**config.mk**
```make
export PLATFORM = sky130hd
export DESIGN_NAME = proc_instr_sequencer
export DESIGN_NICKNAME = d
export VERILOG_FILES = /design/src/rtl/proc_instr_sequencer.sv
export SDC_FILE = /design/constraint.sdc
export NUM_CORES = 1
export LEC_CHECK = 0
export ABC_AREA = 1
export BUFFER_PORTS_ARGS = -buffer_cell sky130_fd_sc_hd__buf_2
export CAP_MARGIN = 25
export CELL_PAD_IN_SITES_DETAIL_PLACEMENT = 0
export CELL_PAD_IN_SITES_GLOBAL_PLACEMENT = 1
export CORE_MARGIN = 2
export CORE_UTILIZATION = 52
export CTS_CLUSTER_DIAMETER = 40
export DETAILED_ROUTE_END_ITERATION = 6
export MAX_ROUTING_LAYER = met4
export PLACE_DENSITY = 0.95
export SLEW_MARGIN = 10
export SYNTH_ARGS = -nofsm -noshare
export SYNTH_HDL_FRONTEND = slang
export SYNTH_SLANG_ARGS = --single-unit
```
**constraint.sdc**
```tcl
create_clock -name i_clock -period 4.65 [get_ports i_clock]
set_input_delay 0.93 -clock i_clock [delete_from_list [all_inputs] [get_ports i_clock]]
set_output_delay 0.93 -clock i_clock [all_outputs]
set_load 0.1 [all_outputs]
```
**src/rtl/proc_instr_sequencer.sv**
```systemverilog
// -----------------------------------------------------------------------------
// proc_instr_sequencer
//
// Instruction feeder for a multi-cycle processor. A small program memory is
// loaded over a write port while the sequencer is not busy. On Start the
// sequencer walks the program from address 0:
//
//   - It drives DIN with the current word and pulses Run for one cycle.
//   - It waits for the processor's Done.
//   - It then issues the next word.
//
// The two-word instruction mvi (opcode = word[8:6] == MVI_OP) has its
// immediate word placed on DIN in the cycle that follows Run.
//
// Handshake: Run is a one-cycle strobe that qualifies DIN. The processor
// answers with Done, and the sequencer accepts Done only in WAIT or IMM.
// Done arriving in any other state has no effect. The next Run comes in the
// cycle after the accepted Done, unless the sequencer halts instead.
//
// Optional feature (macro SEQ_TIMEOUT_EN):
//   This adds a Done watchdog. If Done is missing for TIMEOUT cycles, the
//   sequencer moves to an ERR state that raises Error. Only Start or Reset
//   leave ERR. When the macro is undefined there is no ERR state, and
//   Error is tied to 0.
//
// Parameters:
//   DATA_W   DIN / program word width (must be >= 9 for the opcode field)
//   ADDR_W   program address width, memory depth = 2**ADDR_W
//   MVI_OP   opcode value (word[8:6]) of the two-word instruction mvi
//   TIMEOUT  Done watchdog limit in cycles (SEQ_TIMEOUT_EN only)
//
// Ports:
//   i_clock      clock, rising edge
//   i_reset      synchronous active-high reset
//   i_prog_we    program write strobe (dropped while o_busy=1)
//   i_prog_addr  program write address
//   i_prog_data  program write data
//   i_prog_len   number of valid program words, sampled on i_start
//   i_start      start at PC=0 (accepted in IDLE/HALT/ERR)
//   i_stop       halt request, latched, acted on at the next Done
//   i_done       processor instruction-complete
//   o_din        word presented to the processor
//   o_run        one-cycle issue pulse
//   o_pc         address of the current/next instruction
//   o_busy       1 in ISSUE/WAIT/IMM
//   o_halted     1 in HALT
//   o_error      1 in ERR (0 when SEQ_TIMEOUT_EN is undefined)
//   o_dbg_state  current FSM state encoding
// -----------------------------------------------------------------------------
module proc_instr_sequencer #(
   parameter int         DATA_W  = 16,
   parameter int         ADDR_W  = 4,
   parameter logic [2:0] MVI_OP  = 3'b001,
   parameter int         TIMEOUT = 255
) (
   input  logic              i_clock,
   input  logic              i_reset,
   input  logic              i_prog_we,
   input  logic [ADDR_W-1:0] i_prog_addr,
   input  logic [DATA_W-1:0] i_prog_data,
   input  logic [ADDR_W:0]   i_prog_len,
   input  logic              i_start,
   input  logic              i_stop,
   input  logic              i_done,
   output logic [DATA_W-1:0] o_din,
   output logic              o_run,
   output logic [ADDR_W:0]   o_pc,
   output logic              o_busy,
   output logic              o_halted,
   output logic              o_error,
   output logic [2:0]        o_dbg_state
);

   localparam int DEPTH = 2 ** ADDR_W;

   typedef enum logic [2:0] {
      S_IDLE  = 3'd0,
      S_ISSUE = 3'd1,
      S_WAIT  = 3'd2,
      S_IMM   = 3'd3,
      S_HALT  = 3'd4
`ifdef SEQ_TIMEOUT_EN
      ,
      S_ERR   = 3'd5
`endif
   } state_t;

   // ---------------------------------------------------------------------------
   // Registers
   // ---------------------------------------------------------------------------
   state_t            r_state;
   logic [ADDR_W:0]   r_pc;
   logic [ADDR_W:0]   r_len;
   logic              r_stop;
   logic [DATA_W-1:0] r_mem [DEPTH];

   // ---------------------------------------------------------------------------
   // Next-state values and helper wires
   // ---------------------------------------------------------------------------
   state_t            w_state_nxt;
   logic [ADDR_W:0]   w_pc_nxt;
   logic [ADDR_W:0]   w_len_nxt;
   logic              w_stop_nxt;

   logic              w_busy;
   logic              w_can_start;
   logic [ADDR_W-1:0] w_addr;
   logic [ADDR_W-1:0] w_addr_p1;
   logic [DATA_W-1:0] w_cur_word;
   logic [DATA_W-1:0] w_imm_word;
   logic [2:0]        w_opcode;
   logic [ADDR_W+1:0] w_pc_inc;
   logic              w_end;

   // Memory is addressed modulo its depth. PC itself keeps the extra bit,
   // so a program length of exactly 2**ADDR_W, or more, can still be
   // compared against PC.
   assign w_addr     = r_pc[ADDR_W-1:0];
   assign w_addr_p1  = w_addr + ADDR_W'(1);
   assign w_cur_word = r_mem[w_addr];
   assign w_imm_word = r_mem[w_addr_p1];
   assign w_opcode   = w_cur_word[8:6];

   assign w_busy = (r_state == S_ISSUE) || (r_state == S_WAIT) ||
                   (r_state == S_IMM);

`ifdef SEQ_TIMEOUT_EN
   assign w_can_start = (r_state == S_IDLE) || (r_state == S_HALT) ||
                        (r_state == S_ERR);
`else
   assign w_can_start = (r_state == S_IDLE) || (r_state == S_HALT);
`endif

   // The PC advance is one extra bit wide, so that PC+2 near the top of
   // the range cannot wrap below len and keep the program running.
   assign w_pc_inc = {1'b0, r_pc} +
                     ((r_state == S_IMM) ? (ADDR_W+2)'(2) : (ADDR_W+2)'(1));
   assign w_end    = (w_pc_inc >= {1'b0, r_len});

`ifdef SEQ_TIMEOUT_EN
   localparam int WD_W = (TIMEOUT < 2) ? 1 : $clog2(TIMEOUT + 1);

   logic [WD_W-1:0] r_wdog;
   logic            w_wdog_expired;

   // At the last waiting cycle the counter holds TIMEOUT-1. The clock
   // edge that would bring it to TIMEOUT is the edge that enters ERR.
   assign w_wdog_expired = (r_wdog == WD_W'(TIMEOUT - 1));

   always_ff @(posedge i_clock) begin
      if (i_reset) begin
         r_wdog <= '0;
      end else if (w_state_nxt == S_ISSUE) begin
         r_wdog <= '0;
      end else if ((r_state == S_WAIT) || (r_state == S_IMM)) begin
         r_wdog <= r_wdog + WD_W'(1);
      end
   end
`else
   logic w_unused_timeout;
   assign w_unused_timeout = (TIMEOUT != 0);
`endif

   // ---------------------------------------------------------------------------
   // Program memory
   // No reset: the contents survive Reset. Writes are refused while an
   // instruction is in flight, and also during Reset, which overrides
   // every other input.
   // ---------------------------------------------------------------------------
   always_ff @(posedge i_clock) begin
      if (i_prog_we && !w_busy && !i_reset) begin
         r_mem[i_prog_addr] <= i_prog_data;
      end
   end

   // ---------------------------------------------------------------------------
   // FSM process 1: state register
   // ---------------------------------------------------------------------------
   always_ff @(posedge i_clock) begin
      if (i_reset) begin
         r_state <= S_IDLE;
         r_pc    <= '0;
         r_len   <= '0;
         r_stop  <= 1'b0;
      end else begin
         r_state <= w_state_nxt;
         r_pc    <= w_pc_nxt;
         r_len   <= w_len_nxt;
         r_stop  <= w_stop_nxt;
      end
   end

   // ---------------------------------------------------------------------------
   // FSM process 2: next-state logic
   // ---------------------------------------------------------------------------
   always_comb begin
      w_state_nxt = r_state;
      w_pc_nxt    = r_pc;
      w_len_nxt   = r_len;
      w_stop_nxt  = r_stop;

      if (w_can_start) begin
         // IDLE / HALT / ERR: Start relaunches, and a lone Stop only
         // clears the latch.
         if (i_start) begin
            w_pc_nxt    = '0;
            w_len_nxt   = i_prog_len;
            w_stop_nxt  = 1'b0;
            w_state_nxt = (i_prog_len == '0) ? S_HALT : S_ISSUE;
         end else if (i_stop) begin
            w_stop_nxt = 1'b0;
         end
      end else begin
         case (r_state)
            S_ISSUE: begin
               // Done in the issue cycle belongs to no instruction of
               // ours, so it is ignored.
               if (i_stop) begin
                  w_stop_nxt = 1'b1;
               end
               w_state_nxt = (w_opcode == MVI_OP) ? S_IMM : S_WAIT;
            end

            S_WAIT, S_IMM: begin
               if (i_stop) begin
                  w_stop_nxt = 1'b1;
               end
               if (i_done) begin
                  w_pc_nxt = w_pc_inc[ADDR_W:0];
                  // A Stop that arrives in the same cycle as Done still
                  // counts at this boundary.
                  if (w_end || r_stop || i_stop) begin
                     w_state_nxt = S_HALT;
                  end else begin
                     w_state_nxt = S_ISSUE;
                  end
               end
`ifdef SEQ_TIMEOUT_EN
               else if (w_wdog_expired) begin
                  w_state_nxt = S_ERR;
               end
`endif
            end

            default: begin
               w_state_nxt = S_IDLE;
            end
         endcase
      end
   end

   // ---------------------------------------------------------------------------
   // FSM process 3: outputs
   // ---------------------------------------------------------------------------
   always_comb begin
      o_din    = '0;
      o_run    = 1'b0;
      o_busy   = 1'b0;
      o_halted = 1'b0;
      o_error  = 1'b0;

      case (r_state)
         S_ISSUE: begin
            o_din  = w_cur_word;
            o_run  = 1'b1;
            o_busy = 1'b1;
         end
         S_WAIT: begin
            o_din  = w_cur_word;
            o_busy = 1'b1;
         end
         S_IMM: begin
            // The immediate is the following word, and it wraps to
            // mem[0] at the top address.
            o_din  = w_imm_word;
            o_busy = 1'b1;
         end
         S_HALT: begin
            o_halted = 1'b1;
         end
`ifdef SEQ_TIMEOUT_EN
         S_ERR: begin
            o_error = 1'b1;
         end
`endif
         default: begin
            o_din = '0;
         end
      endcase
   end

   assign o_pc        = r_pc;
   assign o_dbg_state = r_state;

endmodule
```
After elaboration in Yosys (flattened, before gate mapping)
Memory sizes are Yosys's and may differ from the RTL's. A register that Yosys moved wholly into a read port is not among the register bits.
Cells that the tools add are included.
{ "totals": {"regBits": 14, "ram_bits": 256, "in_bits": 31, "out_inout_bits": 28, "wordCells": 63, "memories": 1} }
{ "op_classes": {"addsub": 2, "magnitude_cmp": 1, "n_eq_ne": 7, "mux": 25, "reduce_logical": 23} }
{ "mem_list": {"columns": ["name", "depth", "width", "rd", "rd_clocked_by_memory_dff", "wr", "line_no", "source"], "rows": [
  ["r_mem", 16, 16, 2, 1, 1, "95", "logic [DATA_W-1:0] r_mem [DEPTH];"]
]} }
{ "ops": {"columns": ["operator", "n"], "rows": [
  ["16-bit case mux with 2 select lines", 1],
  ["5-bit 2-to-1 mux", 4],
  ["3-bit 2-to-1 mux", 5],
  ["1-bit 2-to-1 mux", 11],
  ["2-bit nonzero test", 5],
  ["4-bit 2-to-1 mux", 2],
  ["5-bit by 2-bit adder with 6-bit output", 1],
  ["3-bit by 1-bit == test with 1-bit output (second input constant)", 2],
  ["3-bit by 2-bit == test with 1-bit output (second input constant)", 2],
  ["6-bit by 5-bit >= comparator with 1-bit output", 1],
  ["3-bit case mux with 2 select lines", 1],
  ["3-bit AND reduction", 2],
  ["5-bit logical NOT", 1],
  ["1-bit logical OR", 5],
  ["4-bit by 1-bit adder with 4-bit output (second input constant)", 1],
  ["2-bit AND reduction", 2],
  ["2-bit OR reduction", 2],
  ["3-bit == test (second input constant)", 1],
  ["3-bit logical NOT", 1],
  ["3-bit inequality test (second input constant)", 1],
  ["3-bit OR reduction", 1],
  ["1-bit logical AND", 2],
  ["1-bit logical NOT", 2],
  ["2-bit 2-to-1 mux", 1],
  ["2-bit inequality test (second input constant)", 1]
]} }

Depth between registers and ports, before layout
Gate-level depths: netlist (run 1).
{ "depth": {"word_depth": 10, "mapped_depth": 19, "mapped_depth_nobuf": 18} }

Worst setup path after synthesis (run 1)
Ideal clock, no wire load.
{ "synth_timing": {"kind": "register to output", "startpoint": "reg r_state[0], in the netlist o_dbg_state[0]", "endpoint": "out o_din[0]", "t_arrival_ps": 4801, "t_required_ps": 3720, "path_slack_ps": -1081, "path_stages_with_launch": 8, "cell_sequence": "dfxtp_1 inv_1 nor3_1 inv_1 o21ai_1 buf_2 nand3_1 nand2_1"} }
{ "synth_via": {"elab_chain_cells": 3, "elab_cells_between_ends": 5} }
{ "synth_rtl": {"columns": ["item", "line_no", "source"], "rows": [
  ["start: declaration", "91", "state_t r_state;"],
  ["start signal: assignment", "186", "r_state <= w_state_nxt;"],
  ["3-bit by 1-bit == test with 1-bit output or 3-bit by 2-bit == test with 1-bit output (tied branches)", "262", "case (r_state)"],
  ["2-bit OR reduction (no line)", null, null],
  ["16-bit case mux with 2 select lines *", "262", null],
  ["end: declaration", "65", "output logic [DATA_W-1:0] o_din,"]
]} }
Mark *: on every way between the ends. The rest lies on a longest branch, timed or not.

Worst setup path in the final report (run 1)
{ "layout_timing": {"startpoint": "reg r_pc[1], in the netlist o_pc[1]", "endpoint": "out o_din[5]"} }
{ "layout_via": {"elab_chain_cells": 3} }
{ "layout_rtl": {"columns": ["item", "line_no", "source"], "rows": [
  ["start: declaration", "92", "logic [ADDR_W:0] r_pc;"],
  ["start signal: assignment", "187", "r_pc <= w_pc_nxt;"],
  ["4-bit by 1-bit adder with 4-bit output", "119", "assign w_addr_p1 = w_addr + ADDR_W'(1);"],
  ["memory read 16 x 16 bit", null, null],
  ["16-bit case mux with 2 select lines", "262", null]
]} }
No other way between the ends.

==> results_dict.tcl, run 1 <==
set metrics [dict create \
    worstMarginPinSlew_ps 1099 \
    n_antenna_cell 0 \
    clockBufferDepth 3 \
    crit_chain "ha_4, buf_4, o21ai_0, o21ai_0, nand2_1, nand3_1, nand3_1, nand2_1, buf_2" \
    clock_skew_ps 22.38 \
    syn_avg_cell_area_um2 9.332 \
    fin_nets 1541 \
    ys_warn_count 0 \
    ys_seq_area_frac 0.5858 \
    endpoint "o_din[5]" \
    dieArea_um2 27730 \
    synthTopCellsByArea "edfxtp_1, o21ai_0, nand2_1" \
    cts_num_sinks 274 \
    clockRootBuffer "clkbuf_16" \
    wirelength_um 40420 \
    cp.required_ps 3720 \
    r2r-end "o_dbg_state[0]" \
    gr-total-overflow 0 \
    drive_above_1_share 0.1209 \
    grt_max_degree 139 \
    grt_use_total 0.2944 \
    cts_tree "done" \
    drc 0 \
    drtPass1Iterations 6 \
    status "finished clean" \
    die_h_um 166.5 \
    initial_core_util 0.5286 \
    startpoint "o_pc[1]" \
    synth_top_area_share 0.5596 \
    layout_setup_ws_ps 307.3 \
    cpMaxStageDelayCell "ha_4" \
    cts_resized 0 \
    regToRegSetupSlack_ps 1390 \
    netlist_instances 1472 \
    slowest_delay_ps 570 \
    crit_path_end_kind "primary output" \
    portBuffers 57 \
    slew-limit-headroom 0.2666 \
    grt_pass1_vias 11033 \
    crit_arrival_ps 3410 \
    cap_violations 0 \
    area_delta_synth_final_pct 13.41 \
    cts_made_buffers 38 \
    crit_type "flip-flop to primary output" \
    synth_flop_cell "edfxtp_1" \
    start_kind "flip-flop" \
    via_count 11461 \
    clock.fmax_mhz 230.3 \
    p_per_area_nw_per_um2 414.6 \
    ctsHoldBuffers 0 \
    die_w_um 166.5 \
    timing.final.crit_period_ps 4343 \
    yosysTopAreaCell "edfxtp_1" \
    syn_area_um2 13740 \
    vdd_drop_max_mv 0.3736 \
    cts_post_setup_buffers_inserted 0 \
    drt.antenna.violating_nets 0 \
    clk_latency_ps 540 \
    yosys_register_bits 274 \
    reg2reg_depth 18 \
    ys_types 33 \
    r2r-start "o_dbg_state[0]" \
    avgViaCountPerCell 6.145 \
    hold_path.class "flip-flop to flip-flop" \
    coreArea_um2 25980 \
    synth_edf_count 256 \
    finalSetupTns_ps 0 \
    rows 59 \
    path_max_fanout 37 \
    setup_viol 0 \
    grt_pass1_wl_um 61510 \
    drv_slew 0 \
    worstHoldStart "r_len[1]" \
    syn-num-nets 1513 \
    synthArstFlopShare 0 \
    fin_util 0.5995 \
    antenna_found_initial 0 \
    drt_iter0_markers 1346 \
    place_hpwl_um 22240 \
    post_drt_wl_per_cell_um 21.67 \
    gp_congestion 0.8724 \
    p_leak_nw 5.717 \
    rsz0062_at_grt "no" \
    finalHoldViolations 0 \
    htree_levels 2 \
    place_ws_ps 957.1 \
    fin_crit_sh 0.9339 \
    io-pin-count 59 \
    clk_pin_slew_ps 50 \
]
==> registers in the layout, indices dropped and copies added, names as in the netlist, named ones only <==
signal       cells
r_stop           1
o_dbg_state      3
r_mem          256
r_len            5
o_pc             5
==> critical path: cells and delay by family, from the launching register on <==
kind                       cells  cell delay [ps]
and+or+nand+nor                4              590
buffers and inverters          2              910
AOI/OAI and AO/OA              2              390
adders and majority gates      1              570
DFF                            1              410
==> cell families (layout without fill, tap and decap cells) <==
logic type,count (synthesis),after routing,share of synthesized area
other,1,1,0.0002730
AO/OA/AOI/OAI,502,502,0.1925
buffers and inverters,226,284,0.07168
XOR/XNOR,5,5,0.005102
AND/OR/NAND/NOR,454,454,0.1350
adder cells (fa/ha/maj),10,10,0.009655
flip-flops,274,274,0.5858
==> metal layers <==
layer / up-vias / GRT usage / part of all wire
li1: 5241 / - / -
met1: 5388 / 0.3653 / 0.39
met2: 697 / 0.4763 / 0.47
met3: 135 / 0.05062 / 0.096
met4: 0 / 0.1327 / 0.044
met5: - / - / 0
==> cells in the mapped netlist (5+ instances only) <==
library cell and number:
inv_1 118, nand2_1 228, edfxtp_1 256, inv_2 5, dfxtp_1 18, clkbuf_1 50, o311ai_1 22, o21ai_0 254
nor2_1 114, o21ai_1 43, buf_2 34, a21oi_1 168, buf_6 7, ha_1 9, nand3_1 106, buf_4 11
==> placed cells by master (no fill, tap or decap), drive strengths merged, types with 5 or more instances in the layout <==
master	Yosys	layout
ha	9	9
buf	53	91
clkbuf	50	43
nand3	107	107
o311ai	26	26
dfxtp	18	18
edfxtp	256	256
a21oi	169	169
nor3	5	5
nand2	228	228
inv	123	126
nor2	114	114
clkinv	0	18
o21ai	297	297
==> worst min path at each step <==
stage,end,slack [ps],depth (start not counted)
finish,r_len[1],460,2
global route,r_len[1],490,2
global placement,r_len[3],450,2
CTS,r_len[1],470,2
detailed placement,r_len[1],460,2
floorplan,r_len[1],440,2
==> per-stage QoR <==
stage	std cells	area, µm²	power [mW]	hold WS [ps]
2_1_floorplan	1472	13750	3.414	435.4
3_3_place_gp	1795	14320	3.617	451.3
3_5_place_dp	1795	14320	3.626	457.3
4_1_cts	1865	15580	6.463	465.7
5_1_grt	1865	15580	6.639	492.6
6_report	1865	15580	6.459	459.9
==> power breakdown <==
part | internal, mW | switching (mW)
combinational | 0.173 | 0.675
clock | 1.75 | 1.12
sequential | 2.73 | 0.0170
==> cell type report <==
cell class	count	area, µm²
clock inverters	27	290.3
well taps	335	419.2
multi-input cells	972	4790
clock buffers	43	969.7
inverters	123	465.4
fillers	2203	10410
flip-flops and latches	274	8054
repair buffers	91	590.6
No activity file was read; power rests on OpenSTA's default activity.
==> inputs of run 2 (changes only) <==
--- a/config.mk
+++ b/config.mk
@@ -11,11 +11,11 @@
 export CELL_PAD_IN_SITES_DETAIL_PLACEMENT = 0
 export CELL_PAD_IN_SITES_GLOBAL_PLACEMENT = 1
 export CORE_MARGIN = 2
-export CORE_UTILIZATION = 52
+export CORE_UTILIZATION = 44
 export CTS_CLUSTER_DIAMETER = 40
 export DETAILED_ROUTE_END_ITERATION = 6
 export MAX_ROUTING_LAYER = met4
-export PLACE_DENSITY = 0.95
+export PLACE_DENSITY = 0.88
 export SLEW_MARGIN = 10
 export SYNTH_ARGS = -nofsm -noshare
 export SYNTH_HDL_FRONTEND = slang
==> constraint.sdc (replaced) <==
create_clock -name i_clock -period 3.6 [get_ports i_clock]
set_input_delay 0.72 -clock i_clock [delete_from_list [all_inputs] [get_ports i_clock]]
set_output_delay 0.72 -clock i_clock [all_outputs]
set_load 0.1 [all_outputs]
==> results_dict.tcl, run 2 (same netlist as run 1, synthesis figures left out) <==
set metrics [dict create \
    drtPass1Iterations 6 \
    crit_arrival_ps 2770 \
    clk_pin_slew_ps 60 \
    clock_skew_ps 18.09 \
    cap_violations 0 \
    worstMarginPinSlew_ps 869.2 \
    p_per_area_nw_per_um2 514.8 \
    wirelength_um 41520 \
    status "finished clean" \
    rsz0062_at_grt "yes" \
    initial_core_util 0.4479 \
    htree_levels 2 \
    finalHoldViolations 0 \
    clockRootBuffer "clkbuf_16" \
    fin_crit_sh 0.9700 \
    setup_viol 0 \
    drc 0 \
    crit_chain "ha_4, inv_1, a21oi_1, o21ai_0, nand3_1, nand3_1, nand2_1, a22o_2, clkbuf_4" \
    place_hpwl_um 23040 \
    coreArea_um2 30670 \
    cts_tree "done" \
    worstHoldStart "i_stop" \
    reg2reg_depth 18 \
    finalSetupTns_ps 0 \
    crit_path_end_kind "primary output" \
    clk_latency_ps 510 \
    cts_num_sinks 274 \
    endpoint "o_din[6]" \
    cts_made_buffers 35 \
    grt_use_total 0.2541 \
    clockBufferDepth 3 \
    antenna_found_initial 0 \
    io-pin-count 59 \
    portBuffers 57 \
    cp_top_family "buffers and inverters" \
    grt_pass1_wl_um 62380 \
    die_h_um 180.7 \
    clock.fmax_mhz 286.4 \
    gp_congestion 0.8292 \
    drt.antenna.violating_nets 0 \
    largest_register_ff_count 256 \
    grt_pass1_vias 10965 \
    avgViaCountPerCell 5.938 \
    grt_max_degree 139 \
    critical_path_depth 9 \
    dieArea_um2 32650 \
    crit_type "flip-flop to primary output" \
    largest_register "r_mem" \
    slowest_delay_ps 510 \
    crit_buf_inv 2 \
    drt_iter0_markers 1274 \
    hold_path.class "primary input to flip-flop" \
    cp.required_ps 2880 \
    post_drt_wl_per_cell_um 21.57 \
    drive_above_1_share 0.1302 \
    die_w_um 180.7 \
    start_kind "flip-flop" \
    fin_nets 1545 \
    mostFrequentLayoutCell "edfxtp_1" \
    timing.final.crit_period_ps 3492 \
    placed_cells 1862 \
    final_cells 1925 \
    ctsHoldBuffers 0 \
    vdd_drop_max_mv 0.4942 \
    startpoint "o_pc[0]" \
    drv_slew 0 \
    gr-total-overflow 0 \
    p_leak_nw 5.770 \
    path_max_fanout 22 \
    area_delta_synth_final_pct 16.28 \
    n_antenna_cell 0 \
    rows 64 \
    regToRegSetupSlack_ps 660 \
    design_area_um2 15970 \
    r2r-end "o_dbg_state[0]" \
    crit_top_cell "nand3_1" \
    via_count 11430 \
    r2r-start "o_dbg_state[0]" \
    slew-limit-headroom 0.4197 \
    layout_common_cells "edfxtp_1, o21ai_0, nand2_1" \
    placed_area_um2 14780 \
    cpMaxStageDelayCell "ha_4" \
]
-- run 2: how the worst min path moves through the flow --
stage,to,slack (ps),cells after the start
after floorplan,r_len[1],440,2
after global placement,r_len[3],450,2
after detailed placement,r_len[2],460,2
after CTS,r_stop,430,2
after global routing,r_stop,450,2
final,r_stop,430,2
-- run 2: final cells by class --
| type | count | area [µm²] |
|---|---|---|
| flip-flops and latches | 274 | 8058 |
| inverters | 123 | 465.4 |
| well taps | 396 | 495.5 |
| clock buffers | 43 | 948.4 |
| multi-input cells | 972 | 4816 |
| repair buffers | 98 | 987.2 |
| fillers | 2686 | 14700 |
| clock inverters | 19 | 202.7 |
-- run 2: where the power goes --
group / internal (mW) / switching (mW) / leakage, nW
logic: 0.337 / 0.895 / 2.77
clock network: 2.10 / 1.34 / 0.550
registers: 3.52 / 0.0239 / 2.45
-- run 2: routing by layer --
layer / part of all wire / vias to the layer above / track usage
met4: 0.033 / 0 / 0.09806
li1: - / 5247 / -
met2: 0.48 / 606 / 0.4096
met1: 0.40 / 5471 / 0.3259
met3: 0.087 / 106 / 0.03669
met5: 0 / - / -
-- run 2: stage by stage --
| stage | hold WS [ps] | utilization | power [mW] | worst slack (ps) |
|---|---|---|---|---|
| floorplan | 435.4 | - | 4.420 | -198.3 |
| global placement | 452.7 | 0.4820 | 4.811 | 636.7 |
| detailed placement | 457.1 | 0.4820 | 4.819 | 617.4 |
| CTS | 425.2 | 0.5195 | 8.226 | 71.86 |
| global route | 447.3 | 0.5208 | 8.467 | -7.141 |
| finish | 432.8 | 0.5208 | 8.223 | 108.0 |
-- run 2: timing repair --
item | in CTS | in global routing
buffers inserted | 0 | 0
endpoints found under the setup margin | 0 | 14
resized for setup | 0 | 3
==> inputs of run 3 (changes only) <==
--- a/config.mk
+++ b/config.mk
@@ -13,9 +13,11 @@
 export CORE_MARGIN = 2
 export CORE_UTILIZATION = 44
 export CTS_CLUSTER_DIAMETER = 40
+export CTS_CLUSTER_SIZE = 28
 export DETAILED_ROUTE_END_ITERATION = 6
 export MAX_ROUTING_LAYER = met4
 export PLACE_DENSITY = 0.88
+export RECOVER_POWER = 25
 export SLEW_MARGIN = 10
 export SYNTH_ARGS = -nofsm -noshare
 export SYNTH_HDL_FRONTEND = slang
==> results_dict.tcl, run 3 (same netlist as run 1, synthesis figures left out) <==
set metrics [dict create \
    largest_register_ff_count 256 \
    clk_latency_ps 510 \
    vdd_drop_max_mv 0.4897 \
    clock_skew_ps 22.68 \
    design_area_um2 15930 \
    r2r-start "o_dbg_state[0]" \
    finalHoldViolations 0 \
    placed_cells 1862 \
    ctsHoldBuffers 0 \
    drv_slew 0 \
    endpoint "o_din[6]" \
    crit_path_end_kind "primary output" \
    clk_pin_slew_ps 60 \
    hold_path.class "primary input to flip-flop" \
    setup_viol 0 \
    crit_chain "ha_4, inv_1, a21oi_1, o21ai_0, nand3_1, nand3_1, nand2_1, a22o_2, clkbuf_4" \
    drt_iter0_markers 1264 \
    critical_path_depth 9 \
    via_count 11446 \
    cp.required_ps 2880 \
    gr-total-overflow 0 \
    area_delta_synth_final_pct 15.93 \
    reg2reg_depth 18 \
    coreArea_um2 30670 \
    htree_levels 2 \
    gp_congestion 0.8292 \
    cts_num_sinks 274 \
    antenna_found_initial 0 \
    grt_use_total 0.2538 \
    placed_area_um2 14780 \
    start_kind "flip-flop" \
    p_per_area_nw_per_um2 508.4 \
    cp_top_family "buffers and inverters" \
    crit_buf_inv 2 \
    drc 0 \
    place_hpwl_um 23040 \
    grt_max_degree 139 \
    startpoint "o_pc[0]" \
    layout_common_cells "edfxtp_1, o21ai_0, nand2_1" \
    p_leak_nw 5.726 \
    clockBufferDepth 3 \
    largest_register "r_mem" \
    final_cells 1926 \
    clockRootBuffer "clkbuf_16" \
    status "finished clean" \
    multi_input_area_um2 4816 \
    mostFrequentLayoutCell "edfxtp_1" \
    rsz0062_at_grt "yes" \
    drtPass1Iterations 5 \
    finalSetupTns_ps 0 \
    fin_nets 1545 \
    avgViaCountPerCell 5.943 \
    regToRegSetupSlack_ps 660 \
    crit_top_cell "nand3_1" \
    slew-limit-headroom 0.4220 \
    crit_arrival_ps 2780 \
    drt.antenna.violating_nets 0 \
    seq_area_um2 8058 \
    portBuffers 57 \
    grt_pass1_vias 10936 \
    clock.fmax_mhz 285.6 \
    io-pin-count 59 \
    cts_tree "done" \
    cpMaxStageDelayCell "ha_4" \
    drive_above_1_share 0.1243 \
    dieArea_um2 32650 \
    post_drt_wl_per_cell_um 21.48 \
    grt_pass1_wl_um 62290 \
    wirelength_um 41370 \
    rows 64 \
    r2r-end "o_dbg_state[0]" \
    timing.final.crit_period_ps 3502 \
    worstMarginPinSlew_ps 865.7 \
    cts_made_buffers 35 \
    cap_violations 0 \
    crit_type "flip-flop to primary output" \
    die_w_um 180.7 \
    initial_core_util 0.4479 \
    fill_cells 2688 \
    fin_crit_sh 0.9728 \
    slowest_delay_ps 510 \
    die_h_um 180.7 \
    p_total_mw 8.097 \
    path_max_fanout 22 \
]
-- run 3: worst register-to-register path, cell delays in order (launching register included) --
cell	delay [ps]
dfxtp_2	350
inv_1	100
nor3_4	180
buf_4	380
ha_1	220
inv_1	30
a21boi_0	330
xor2_1	280
ha_1	290
nand2_1	70
o21bai_1	100
nand2_1	60
nand2_1	70
nand3_1	70
nand2_1	70
inv_1	40
nand2_1	50
nand2_1	60
a21oi_2	110
-- run 3: routing by layer --
| metal | track usage | share of wire | vias to the layer above |
|---|---|---|---|
| met3 | 0.03689 | 0.095 | 102 |
| met1 | 0.3256 | 0.40 | 5475 |
| met4 | 0.09677 | 0.032 | 0 |
| li1 | - | - | 5248 |
| met5 | - | 0 | - |
| met2 | 0.4096 | 0.48 | 621 |
-- run 3: through the flow --
step           hold slack, ps    util  setup slack (ps)
4_1_cts                 425.3  0.5184             70.37
5_1_grt                 447.3  0.5192            -10.73
2_1_floorplan           435.4       -            -198.3
6_report                431.3  0.5193             98.02
3_5_place_dp            457.1  0.4820             617.4
3_3_place_gp            452.7  0.4820             636.7
-- run 3: how the worst min path moves through the flow --
stage,from,to,slack [ps],cells past startpoint
final,i_stop,r_stop,430,2
after global routing,i_stop,r_stop,450,2
after CTS,i_stop,r_stop,430,2
after detailed placement,r_len[2],r_len[2],460,2
after global placement,r_len[3],r_len[3],450,2
after floorplan,r_len[1],r_len[1],440,2
-- run 3: power by group --
group          internal, mW  switching, mW
combinational         0.335          0.893
clock                  1.97           1.35
sequential             3.52         0.0239
-- run 3: cell type report --
type	instances	area share
flip-flops and latches	274	0.5060
multi-input cells	972	0.3024
repair buffers	98	0.06113
clock buffers	41	0.05908
well taps	396	0.03111
inverters	123	0.02923
clock inverters	21	0.01092
diodes	1	0.0001571
-- run 3: what timing repair did --
action / in CTS / in global routing
setup buffers: 0 / 0
setup endpoints to repair: 0 / 14
resized for setup: 0 / 3
